[config.mk]
export PLATFORM = sky130hd
export DESIGN_NAME = traffic_light_monitor
export DESIGN_NICKNAME = d
export VERILOG_FILES = /design/src/rtl/traffic_light_pkg.sv /design/src/rtl/traffic_light_monitor_lamp_decode.sv /design/src/rtl/traffic_light_monitor.sv
export SDC_FILE = /design/constraint.sdc
export NUM_CORES = 1
export LEC_CHECK = 0
export BUFFER_PORTS_ARGS = -buffer_cell sky130_fd_sc_hd__buf_2
export CORE_UTILIZATION = 44
export CTS_CLUSTER_SIZE = 20
export DETAILED_ROUTE_END_ITERATION = 16
export PLACE_DENSITY = 0.61
export SLEW_MARGIN = 30
export SYNTH_ARGS = -nofsm -noshare
export SYNTH_HDL_FRONTEND = slang
export SYNTH_HIERARCHICAL = 1
export SYNTH_SLANG_ARGS = --single-unit
export TNS_END_PERCENT = 100
[constraint.sdc]
create_clock -name clk -period 4.35 [get_ports clk]
set_clock_uncertainty 0.1 [all_clocks]
set_input_delay 0.87 -clock clk [delete_from_list [all_inputs] [get_ports clk]]
set_output_delay 0.87 -clock clk [all_outputs]
set_load 0.05 [all_outputs]
[src/rtl/traffic_light_pkg.sv]
// Shared encodings for the traffic-light controller and its receive-side monitor.
package traffic_light_pkg;

   // Lamp phase as decoded from the red/yellow/green outputs.
   typedef enum logic [1:0] {
      PH_RED     = 2'd0,
      PH_GREEN   = 2'd1,
      PH_YELLOW  = 2'd2,
      PH_INVALID = 2'd3
   } phase_t;

   // Fault codes; only the first one since the last clear is kept.
   localparam logic [2:0] FC_NONE    = 3'd0;
   localparam logic [2:0] FC_DARK    = 3'd1;
   localparam logic [2:0] FC_MULTI   = 3'd2;
   localparam logic [2:0] FC_ILLEGAL = 3'd3;
   localparam logic [2:0] FC_SHORT   = 3'd4;
   localparam logic [2:0] FC_LONG    = 3'd5;

   // Monitor FSM: SYNC waits for a valid lamp sample, TRACK checks the sequence.
   typedef enum logic {
      MON_SYNC  = 1'b0,
      MON_TRACK = 1'b1
   } mon_state_t;

   // Normal (non-emergency) successor of a phase in the RED->GREEN->YELLOW cycle.
   function automatic phase_t legal_successor(input phase_t p);
      case (p)
         PH_RED:    return PH_GREEN;
         PH_GREEN:  return PH_YELLOW;
         PH_YELLOW: return PH_RED;
         default:   return PH_INVALID;
      endcase
   endfunction

endpackage

[src/rtl/traffic_light_monitor_lamp_decode.sv]
// Combinational lamp decoder: exactly one lamp lit gives a phase, anything else is INVALID.
module lamp_decode
   import traffic_light_pkg::*;
(
   input  logic   red,
   input  logic   yellow,
   input  logic   green,
   output phase_t phase,
   output logic   dark,
   output logic   multi
);

   // One-hot lamps map to a phase; all-dark and multi-lit are flagged separately.
   always_comb begin
      phase = PH_INVALID;
      dark  = 1'b0;
      multi = 1'b0;
      case ({red, yellow, green})
         3'b100:  phase = PH_RED;
         3'b010:  phase = PH_YELLOW;
         3'b001:  phase = PH_GREEN;
         3'b000:  dark  = 1'b1;
         default: multi = 1'b1;
      endcase
   end

endmodule

[src/rtl/traffic_light_monitor.sv]
// Receive-side checker for the traffic-light controller: decodes the lamp phase,
// measures dwell per phase and latches the first protocol violation.
// Every output is registered one edge after the sample it describes.
module traffic_light_monitor
   import traffic_light_pkg::*;
#(
   parameter int RED_TICKS    = 6,
   parameter int GREEN_TICKS  = 6,
   parameter int YELLOW_TICKS = 3,
   parameter int DWELL_W      = 8
)(
   input  logic               clk,
   input  logic               reset,
   input  logic               red,
   input  logic               yellow,
   input  logic               green,
   input  logic               emergency,
   input  logic               clear_fault,
   output logic [1:0]         phase,
   output logic [DWELL_W-1:0] dwell,
   output logic               cycle_done,
   output logic [15:0]        cycle_count,
   output logic               fault,
   output logic [2:0]         fault_code,
   output mon_state_t         monitor_state
);

   localparam logic [DWELL_W-1:0] DWELL_MAX = '1;
   localparam logic [DWELL_W-1:0] RED_T     = DWELL_W'(RED_TICKS);
   localparam logic [DWELL_W-1:0] GREEN_T   = DWELL_W'(GREEN_TICKS);
   localparam logic [DWELL_W-1:0] YELLOW_T  = DWELL_W'(YELLOW_TICKS);

   // Required dwell of a phase; INVALID never gets checked.
   function automatic logic [DWELL_W-1:0] ticks_of(input phase_t p);
      case (p)
         PH_RED:    return RED_T;
         PH_GREEN:  return GREEN_T;
         PH_YELLOW: return YELLOW_T;
         default:   return DWELL_MAX;
      endcase
   endfunction

   phase_t             dec_phase;
   logic               dec_dark;
   logic               dec_multi;

   mon_state_t         state_q, state_d;
   phase_t             phase_q, phase_d;
   logic [DWELL_W-1:0] dwell_q, dwell_d;
   logic [DWELL_W-1:0] held_dwell;
   logic               first_q, first_d;   // still in the first phase after (re)sync
   logic               emg_prev;
   logic               done_d;
   logic               new_fault;
   logic [2:0]         new_code;
   logic               same_phase;
   logic               legal_step;
   logic               emg_green;

   lamp_decode u_decode (
      .red    (red),
      .yellow (yellow),
      .green  (green),
      .phase  (dec_phase),
      .dark   (dec_dark),
      .multi  (dec_multi)
   );

   assign phase         = phase_q;
   assign dwell         = dwell_q;
   assign monitor_state = state_q;

   assign same_phase = (dec_phase == phase_q);
   assign held_dwell = (dwell_q == DWELL_MAX) ? DWELL_MAX : dwell_q + 1'b1;
   // GREEN under an active emergency does not accumulate dwell.
   assign emg_green  = (dec_phase == PH_GREEN) && emergency;

   // Next-state, dwell and fault evaluation for the current lamp sample.
   always_comb begin
      state_d    = state_q;
      phase_d    = phase_q;
      dwell_d    = dwell_q;
      first_d    = first_q;
      done_d     = 1'b0;
      new_fault  = 1'b0;
      new_code   = FC_NONE;
      legal_step = 1'b0;

      if (dec_dark || dec_multi) begin
         new_fault = 1'b1;
         new_code  = dec_dark ? FC_DARK : FC_MULTI;
         state_d   = MON_SYNC;
         phase_d   = PH_INVALID;
         dwell_d   = '0;
         first_d   = 1'b0;
      end else if (state_q == MON_SYNC) begin
         // First valid sample: adopt the phase without judging how we got here.
         state_d = MON_TRACK;
         phase_d = dec_phase;
         dwell_d = emg_green ? '0 : DWELL_W'(1);
         first_d = 1'b1;
      end else begin
         phase_d = dec_phase;
         if (!same_phase) begin
            legal_step = (dec_phase == legal_successor(phase_q)) ||
                         ((dec_phase == PH_GREEN) && emg_prev);
            dwell_d    = emg_green ? '0 : DWELL_W'(1);
            first_d    = 1'b0;
            done_d     = (phase_q == PH_YELLOW) && (dec_phase == PH_RED) && !emg_prev;
         end else begin
            dwell_d = emg_green ? '0 : held_dwell;
         end

         if ((!same_phase && !legal_step) || (emg_prev && dec_phase != PH_GREEN)) begin
            new_fault = 1'b1;
            new_code  = FC_ILLEGAL;
         end else if (!same_phase && !first_q && !emergency && !emg_prev &&
                      (dwell_q < ticks_of(phase_q))) begin
            new_fault = 1'b1;
            new_code  = FC_SHORT;
         end else if (same_phase && !emergency && (held_dwell > ticks_of(dec_phase))) begin
            new_fault = 1'b1;
            new_code  = FC_LONG;
         end
      end
   end

   // State registers, cycle counter and sticky fault latch (a new fault beats a clear).
   always_ff @(posedge clk) begin
      if (reset) begin
         state_q     <= MON_SYNC;
         phase_q     <= PH_INVALID;
         dwell_q     <= '0;
         first_q     <= 1'b0;
         emg_prev    <= 1'b0;
         cycle_done  <= 1'b0;
         cycle_count <= '0;
         fault       <= 1'b0;
         fault_code  <= FC_NONE;
      end else begin
         state_q    <= state_d;
         phase_q    <= phase_d;
         dwell_q    <= dwell_d;
         first_q    <= first_d;
         emg_prev   <= emergency;
         cycle_done <= done_d;
         if (done_d && (cycle_count != 16'hFFFF))
            cycle_count <= cycle_count + 16'd1;
         if (clear_fault) begin
            fault      <= 1'b0;
            fault_code <= FC_NONE;
         end
         if (new_fault && (!fault || clear_fault)) begin
            fault      <= 1'b1;
            fault_code <= new_code;
         end
      end
   end

endmodule

## Word level (Yosys, flattened, before mapping)

Index checks and enable logic that the tools add are counted.

- Bits of input ports: 7
- Bits in registers: 34
- Word-level logic and storage cells: 103
- Output and inout port bits: 32

- $add $sub $neg: 2
- Multiplexer cells: 45
- Eq/ne operators: 13
- Order comparisons: 2
- Reduce and logical (&&, ||, !) cells: 32

Operator list:

| kind | count |
|---|---|
| 8-bit two-way mux | 11 |
| 8-bit case mux with 2 select lines | 2 |
| 3-bit two-way mux | 7 |
| 1-bit two-way mux | 19 |
| 16-bit by 1-bit adder with 16-bit output (second input constant) | 1 |
| 16-bit inequality test (second input constant) | 1 |
| 1-bit logical AND | 14 |
| 2-bit case mux with 3 select lines | 2 |
| 8-bit by 1-bit adder with 8-bit output (second input constant) | 1 |
| 8-bit equality test (second input constant) | 1 |
| 8-bit > comparator | 1 |
| 8-bit < comparator | 1 |
| 2-bit two-way mux | 4 |
| 1-bit logical NOT | 6 |
| 2-bit OR reduction | 3 |
| 2-bit by 1-bit equality test with 1-bit output (second input constant) | 2 |
| 2-bit equality test | 2 |
| 2-bit equality test (second input constant) | 2 |
| 2-bit logical NOT | 2 |
| 1-bit logical OR | 4 |
| 4-bit OR reduction | 1 |
| 3-bit by 1-bit equality test with 1-bit output (second input constant) | 1 |
| 3-bit by 2-bit equality test with 1-bit output (second input constant) | 1 |
| 3-bit equality test (second input constant) | 1 |
| other kinds (4) | 4 |

## Longest topological paths before layout

- Word-level depth: 32
- Gate-level depth with buffers: 13
- Gate-level depth less buffers: 12

## Hierarchy

Netlist, hierarchy kept.

Modules (own cells, without submodules):

| module | cells each | seq. area each (um2) | instances | area an instance (um2) |
|---|---|---|---|---|
| traffic_light_monitor | 238 | 680.7 | 1 | 2110.8 |
| lamp_decode | 6 | 0.0 | 1 | 46.3 |

## Worst setup path after synthesis

OpenSTA, ideal clock, no wires.

- Kind: flip-flop to flip-flop
- Start point: reg dwell_q[0], in the netlist dwell[0]
- End point: reg fault_code[0]
- Required time: 4125 ps
- Cell stages (with the launch flop): 14
- Arrival time: 2814 ps
- Path buffers: 1
- Library setup time: 125 ps
- Slack: 1311 ps
- Period minus slack after synthesis: 3039 ps
- Cell sequence: dfxtp_1 -> ha_1 -> and3_1 -> buf_2 -> nand3b_1 -> o21ai_0 -> inv_1 -> ha_1 -> and4_1 -> nand4b_1 -> o211a_1 -> nor4_4 -> o31a_1 -> o22ai_1

- Cells in the longest elaborated chain, start to end: 11
- Elaborated cells between the ends (all ways): 20
- Those cells by class: 1 x add/sub; 2 x order compare; 1 x eq/ne; 12 x mux; 4 x reduce/logical

RTL lines:

| item | RTL line | text |
|---|---|---|
| start: declaration | traffic_light_monitor.sv:49 | `logic [DWELL_W-1:0] dwell_q, dwell_d;` |
| start signal: assignment | traffic_light_monitor.sv:143 | `dwell_q <= dwell_d;` |
| 8-bit by 1-bit adder with 8-bit output / 8-bit equality test (equally long branches) | traffic_light_monitor.sv:74 | `assign held_dwell = (dwell_q == DWELL_MAX) ? DWELL_MAX : dwell_q + 1'b1;` |
| 8-bit two-way mux * | traffic_light_monitor.sv:74 |  |
| named net held_dwell[4] | traffic_light_monitor.sv:50 | `logic [DWELL_W-1:0] held_dwell;` |
| 8-bit > comparator * | traffic_light_monitor.sv:121 | `end else if (same_phase && !emergency && (held_dwell > ticks_of(dec_phase))) begin` |
| 1-bit logical AND * | traffic_light_monitor.sv:121 |  |
| 1-bit two-way mux | traffic_light_monitor.sv:121 |  |
| 1-bit two-way mux | traffic_light_monitor.sv:117 | `end else if (!same_phase && !first_q && !emergency && !emg_prev &&` |
| 1-bit two-way mux | traffic_light_monitor.sv:114 | `if ((!same_phase && !legal_step) \|\| (emg_prev && dec_phase != PH_GREEN)) begin` |
| 1-bit two-way mux | traffic_light_monitor.sv:96 | `end else if (state_q == MON_SYNC) begin` |
| 1-bit two-way mux | traffic_light_monitor.sv:89 | `if (dec_dark \|\| dec_multi) begin` |
| 1-bit logical AND | traffic_light_monitor.sv:153 | `if (new_fault && (!fault \|\| clear_fault)) begin` |
| 3-bit two-way mux / 2-bit nonzero test (equally long branches) | -- |  |
| end signal: assignment | traffic_light_monitor.sv:155 | `fault_code <= new_code;` |
| end: declaration | traffic_light_monitor.sv:24 | `output logic [2:0] fault_code,` |

The timed path passes the listed nets; every way through them passes the cells marked *.
A chain may end at the register's enable or synchronous reset.

## Worst setup path after layout

- Start point: in red
- End point: reg fault_code[0]

- Cells in the longest elaborated chain, start to end: 18
- Elaborated cells between the ends (all ways): 52
- Those cells by class: 1 x order compare; 8 x eq/ne; 23 x mux; 20 x reduce/logical

RTL lines:

| item | RTL line | text |
|---|---|---|
| start: declaration | traffic_light_monitor.sv:14 | `input logic red,` |
| 3-bit by 1-bit equality test with 1-bit output, or another cell as far along | traffic_light_monitor_lamp_decode.sv:18 | `case ({red, yellow, green})` |
| 2-bit case mux with 3 select lines * | traffic_light_monitor_lamp_decode.sv:18 |  |
| named net dec_phase[1] | traffic_light_monitor.sv:43 | `phase_t dec_phase;` |
| 2-bit by 1-bit equality test with 1-bit output / 2-bit logical NOT (equally long branches) | traffic_light_monitor.sv:35, traffic_light_monitor.sv:106 |  |
| 2-bit OR reduction (no source line) | -- |  |
| 8-bit case mux with 2 select lines | traffic_light_monitor.sv:35 | `case (p)` |
| 8-bit two-way mux | traffic_light_monitor.sv:117 |  |
| 8-bit two-way mux | traffic_light_monitor.sv:114 |  |
| [... 3 more ...] | -- |  |
| 1-bit logical AND | traffic_light_monitor.sv:121 |  |
| 1-bit two-way mux | traffic_light_monitor.sv:121 |  |
| 1-bit two-way mux | traffic_light_monitor.sv:117 |  |
| 1-bit two-way mux | traffic_light_monitor.sv:114 |  |
| 1-bit two-way mux | traffic_light_monitor.sv:96 |  |
| 1-bit two-way mux | traffic_light_monitor.sv:89 |  |
| 1-bit logical AND | traffic_light_monitor.sv:153 |  |
| 3-bit two-way mux / 2-bit nonzero test (equally long branches) | -- |  |

The timed path passes the listed nets; every way through them passes the cells marked *. The select of a mux whose other input is x is not followed.

==> Implementation_results.wiki <==
{| class="wikitable"
! Metric !! Value
|-
| Synthesized-area fraction occupied by ao, oa, aoi and oai cells || 13.8%
|-
| Net count of the finished layout || 307
|-
| H-tree levels || 2
|-
| Startpoint types || input pin
|-
| Total I/O pin count || 39
|-
| TritonCTS clock tree || built
|-
| Global-route wire length before repair || 7520 µm
|-
| Data required time of the critical path || 4.42 ns
|-
| Final hold violations || 0
|-
| Total number of placement rows || 25
|-
| Peak clock frequency supported by timing || 322 MHz
|-
| Count of cells resized by post-cts repair || 0
|-
| Post-Synthesis Mean Instance Area || 8.84 µm²
|-
| Wire per inst || 12.8 µm
|-
| End of the worst hold path || fault_code[1]$_SDFFE_PP0P_
|-
| Worst reg2reg path depth || 11
|-
| Most common cell after layout, fill and taps aside || buf_2
|-
| Routed wire length || 4460 µm
|-
| Total iterations of the first detailed-routing run || 4
|-
| Synth Net Count || 270
|-
| Largest family of logic cells by synthesized area || simple AND/OR/NAND/NOR gates
|-
| Total half-perimeter wirelength after legalization and detailed placement || 3420 µm
|-
| Parity-gate share of the synthesized area counting xor and xnor cells || 8.12%
|-
| Worst vdd rail ir drop || 0.150 mV
|-
| Mux contribution to synthesized area || 0%
|-
| CP Data Arrival Time || 3.18 ns
|-
| CP Capture Type || flip-flop
|-
| Final total negative setup slack || 0 ns
|-
| Synthesized cell area || 2160 µm²
|-
| RSZ-0062 raised after global routing || false
|-
| Result of the run || complete, no violations
|-
| Final core area utilization || 52.7%
|-
| Sink count of the clock tree || 34
|-
| Crit path kind || input pin to flip-flop
|-
| Worst-case headroom to the max-slew limit || 70.7%
|-
| Reg2Reg Capture Point || fault_code[0]$_SDFFE_PP0P_
|-
| Critical path peak fanout || 11
|-
| Cts bufs inserted || 5
|-
| Async SR Flop Fraction || 0%
|-
| Worst setup slack after layout || 1.25 ns
|-
| Detailed-route via count || 1,836
|-
| Number of cells produced by synthesis || 244
|-
| Reg2reg setup slack || 1.39 ns
|-
| Final-layout fill cell count || 458
|-
| Crit share post-route || 71.4%
|-
| Distinct cells, synth || 54
|-
| Total of flip-flops plus latches after synthesis || 34
|-
| Post-placement worst setup slack || 0.907 ns
|-
| Die X || 72.0 µm
|-
| Core area || 4720 µm²
|-
| Maximum number of pins on one net before global-route repair || 24
|-
| Layout Cells excl Fill || 349
|-
| Total of warnings raised by yosys || 6
|-
| Overall die height || 72.0 µm
|-
| Leakage power || 1.13 nW
|-
| Fraction of the mapped netlist area in simple logic gates || 29.0%
|-
| Post-layout min period || 3.10 ns
|-
| Clock network latency to the later pin of the worst-skew pair || 0.28 ns
|-
| Worst hold-check path type || flip-flop to flip-flop
|-
| Buffers added on ports || 38
|-
| Total die area || 5190 µm²
|-
| Total GRT Usage || 18.5%
|-
| Number of enable-type register cells in the synthesized netlist || 0
|-
| Antenna diodes || 0
|-
| PwrDens || 310 nW/µm²
|-
| Number of pins exceeding their max-slew limit in the final report || 0
|-
| Remaining global-route overflow || 0
|-
| Maxcap violations || 0
|-
| Vias in the first global route || 1,618
|-
| Worst Tran Pin Value || 0.437 ns
|-
| RD Place Congestion || 0.831
|-
| Antenna violations before repair || 0
|-
| Most frequent cells in the layout || buf_2 (38), dfxtp_1 (34), nor2_1 (25)
|-
| Initial Utilization || 45.7%
|-
| DRT iter0 DRCs || 110
|-
| Clock input transition at the sequential cells of the worst setup and hold paths || 0.07 ns
|-
| Area added between synthesis and finish || 15.4%
|-
| Area taken by multi-input logic gates || 1350 µm²
|-
| Number of nets with antenna violations after detailed routing || 0
|-
| Worst Hold Path Cells || 2
|-
| DR DRC count || 0
|-
| Share of cells above drive strength 1 || 21.3%
|-
| Clock Root Buffer || clkbuf_8
|-
| Post-CTS Hold Buffers || 0
|-
| Beginning of the worst register-to-register path || dwell[0]$_SDFF_PP0_
|-
| Register area || 681 µm²
|-
| Most used DFF post-synth || dfxtp_1
|-
| Final setup violation count || 0
|-
| Min-delay src || fault_code[1]$_SDFFE_PP0P_
|-
| # placed instances || 341
|-
| Post-CTS Setup Inserts || 0
|-
| Sequential cell area fraction in the yosys report || 31.6%
|-
| Via-to-Cell Ratio || 5.26
|-
| Area share of fa/ha/maj cells after synthesis || 11.5%
|-
| Max Buffers Root-to-Sink || 2
|}
## cell families after synthesis
group                      count (synthesis)
AOI/OAI and AO/OA                         43
xor gates and xnor gates                  20
adders and majority gates                 20
and+or+nand+nor                          108
buffers and inverters                     19
DFF                                       34
## routing by layer
metal	global-route usage [%]	share of wire, %	up-vias	wire length (µm)
met5	0	0	-	0
met4	5.23	0	0	0
met3	4.44	3.4	0	153
met2	28.1	46	38	2060
met1	26.0	50	836	2240
li1	-	-	962	-
## registers in the layout (all words and copies together), names as in the netlist
signal,count
cycle_count,16
fault,1
first_q,1
emg_prev,1
fault_code,3
phase,2
cycle_done,1
dwell,8
monitor_state,1
## worst max-delay path, cell delays in order
cell	delay, ns
buf_2	0.13
xor2_1	0.16
nand2b_1	0.28
nand2_1	0.21
ha_1	0.36
and4_1	0.22
nand4b_1	0.10
o211a_1	0.25
nor4_4	0.27
o31a_1	0.23
o22ai_1	0.10
## area by class of cell
type                    count  share of cell area, %
inverters                  10                   1.51
clock buffers               6                   3.32
flip-flops and latches     34                   27.3
well taps                  67                   3.37
clock inverters             2                   2.41
repair buffers             39                   7.94
multi-input cells         191                   54.1
## through the flow
step                      area (µm²)  hold WS (ns)  power [mW]
after detailed placement        2350         0.359       0.419
final                           2490         0.370       0.771
after global routing            2490         0.389       0.805
after global placement          2350         0.356       0.417
after floorplan                 2160         0.340       0.397
after CTS                       2490         0.370       0.782
## cells in the mapped netlist (2+ instances only)
cell type  number  share of area, %
dfxtp_1        34                32
nor2_1         25               4.4
ha_1           19                11
nand2_1        15               2.6
xor2_1         15               6.1
nand4_1        12               3.5
a21oi_1        11               2.6
inv_1          10               1.7
nor3_1          9               2.1
and3_1          8               2.3
o21ai_0         7               1.6
nand2b_1        6               1.7
nand3_1         6               1.4
xnor2_1         5               2.0
and2_1          4               1.2
nor2b_1         4               1.2
a21o_1          3               1.0
a31oi_1         3              0.87
buf_6           3               1.6
a211oi_1        2              0.70
a21boi_0        2              0.70
a41oi_1         2              0.81
and3_2          2              0.70
clkbuf_1        2              0.35
nand4b_1        2              0.81
nor4bb_1        2              0.93
o21ai_1         2              0.46
o2bb2ai_1       2              0.81
or3_1           2              0.58
## worst max path at each step
| stage | start | endpoint | slack [ns] | depth (start not counted) |
|---|---|---|---|---|
| after floorplan | dwell[0]$_SDFF_PP0_ | fault_code[0]$_SDFFE_PP0P_ | 1.31 | 13 |
| after global placement | red | fault_code[0]$_SDFFE_PP0P_ | 0.97 | 11 |
| after detailed placement | red | fault_code[0]$_SDFFE_PP0P_ | 0.91 | 11 |
| after CTS | red | fault_code[0]$_SDFFE_PP0P_ | 1.22 | 11 |
| after global routing | red | fault_code[0]$_SDFFE_PP0P_ | 1.06 | 11 |
| final | red | fault_code[0]$_SDFFE_PP0P_ | 1.25 | 11 |
## report_power, final
part	internal, mW	total [mW]	switching, mW
Combinational	0.0292	0.0883	0.0591
Clock	0.244	0.361	0.116
Sequential	0.317	0.322	0.00554
Total	0.591	0.771	0.181
Note: power is estimated with default switching activity, not from simulation.
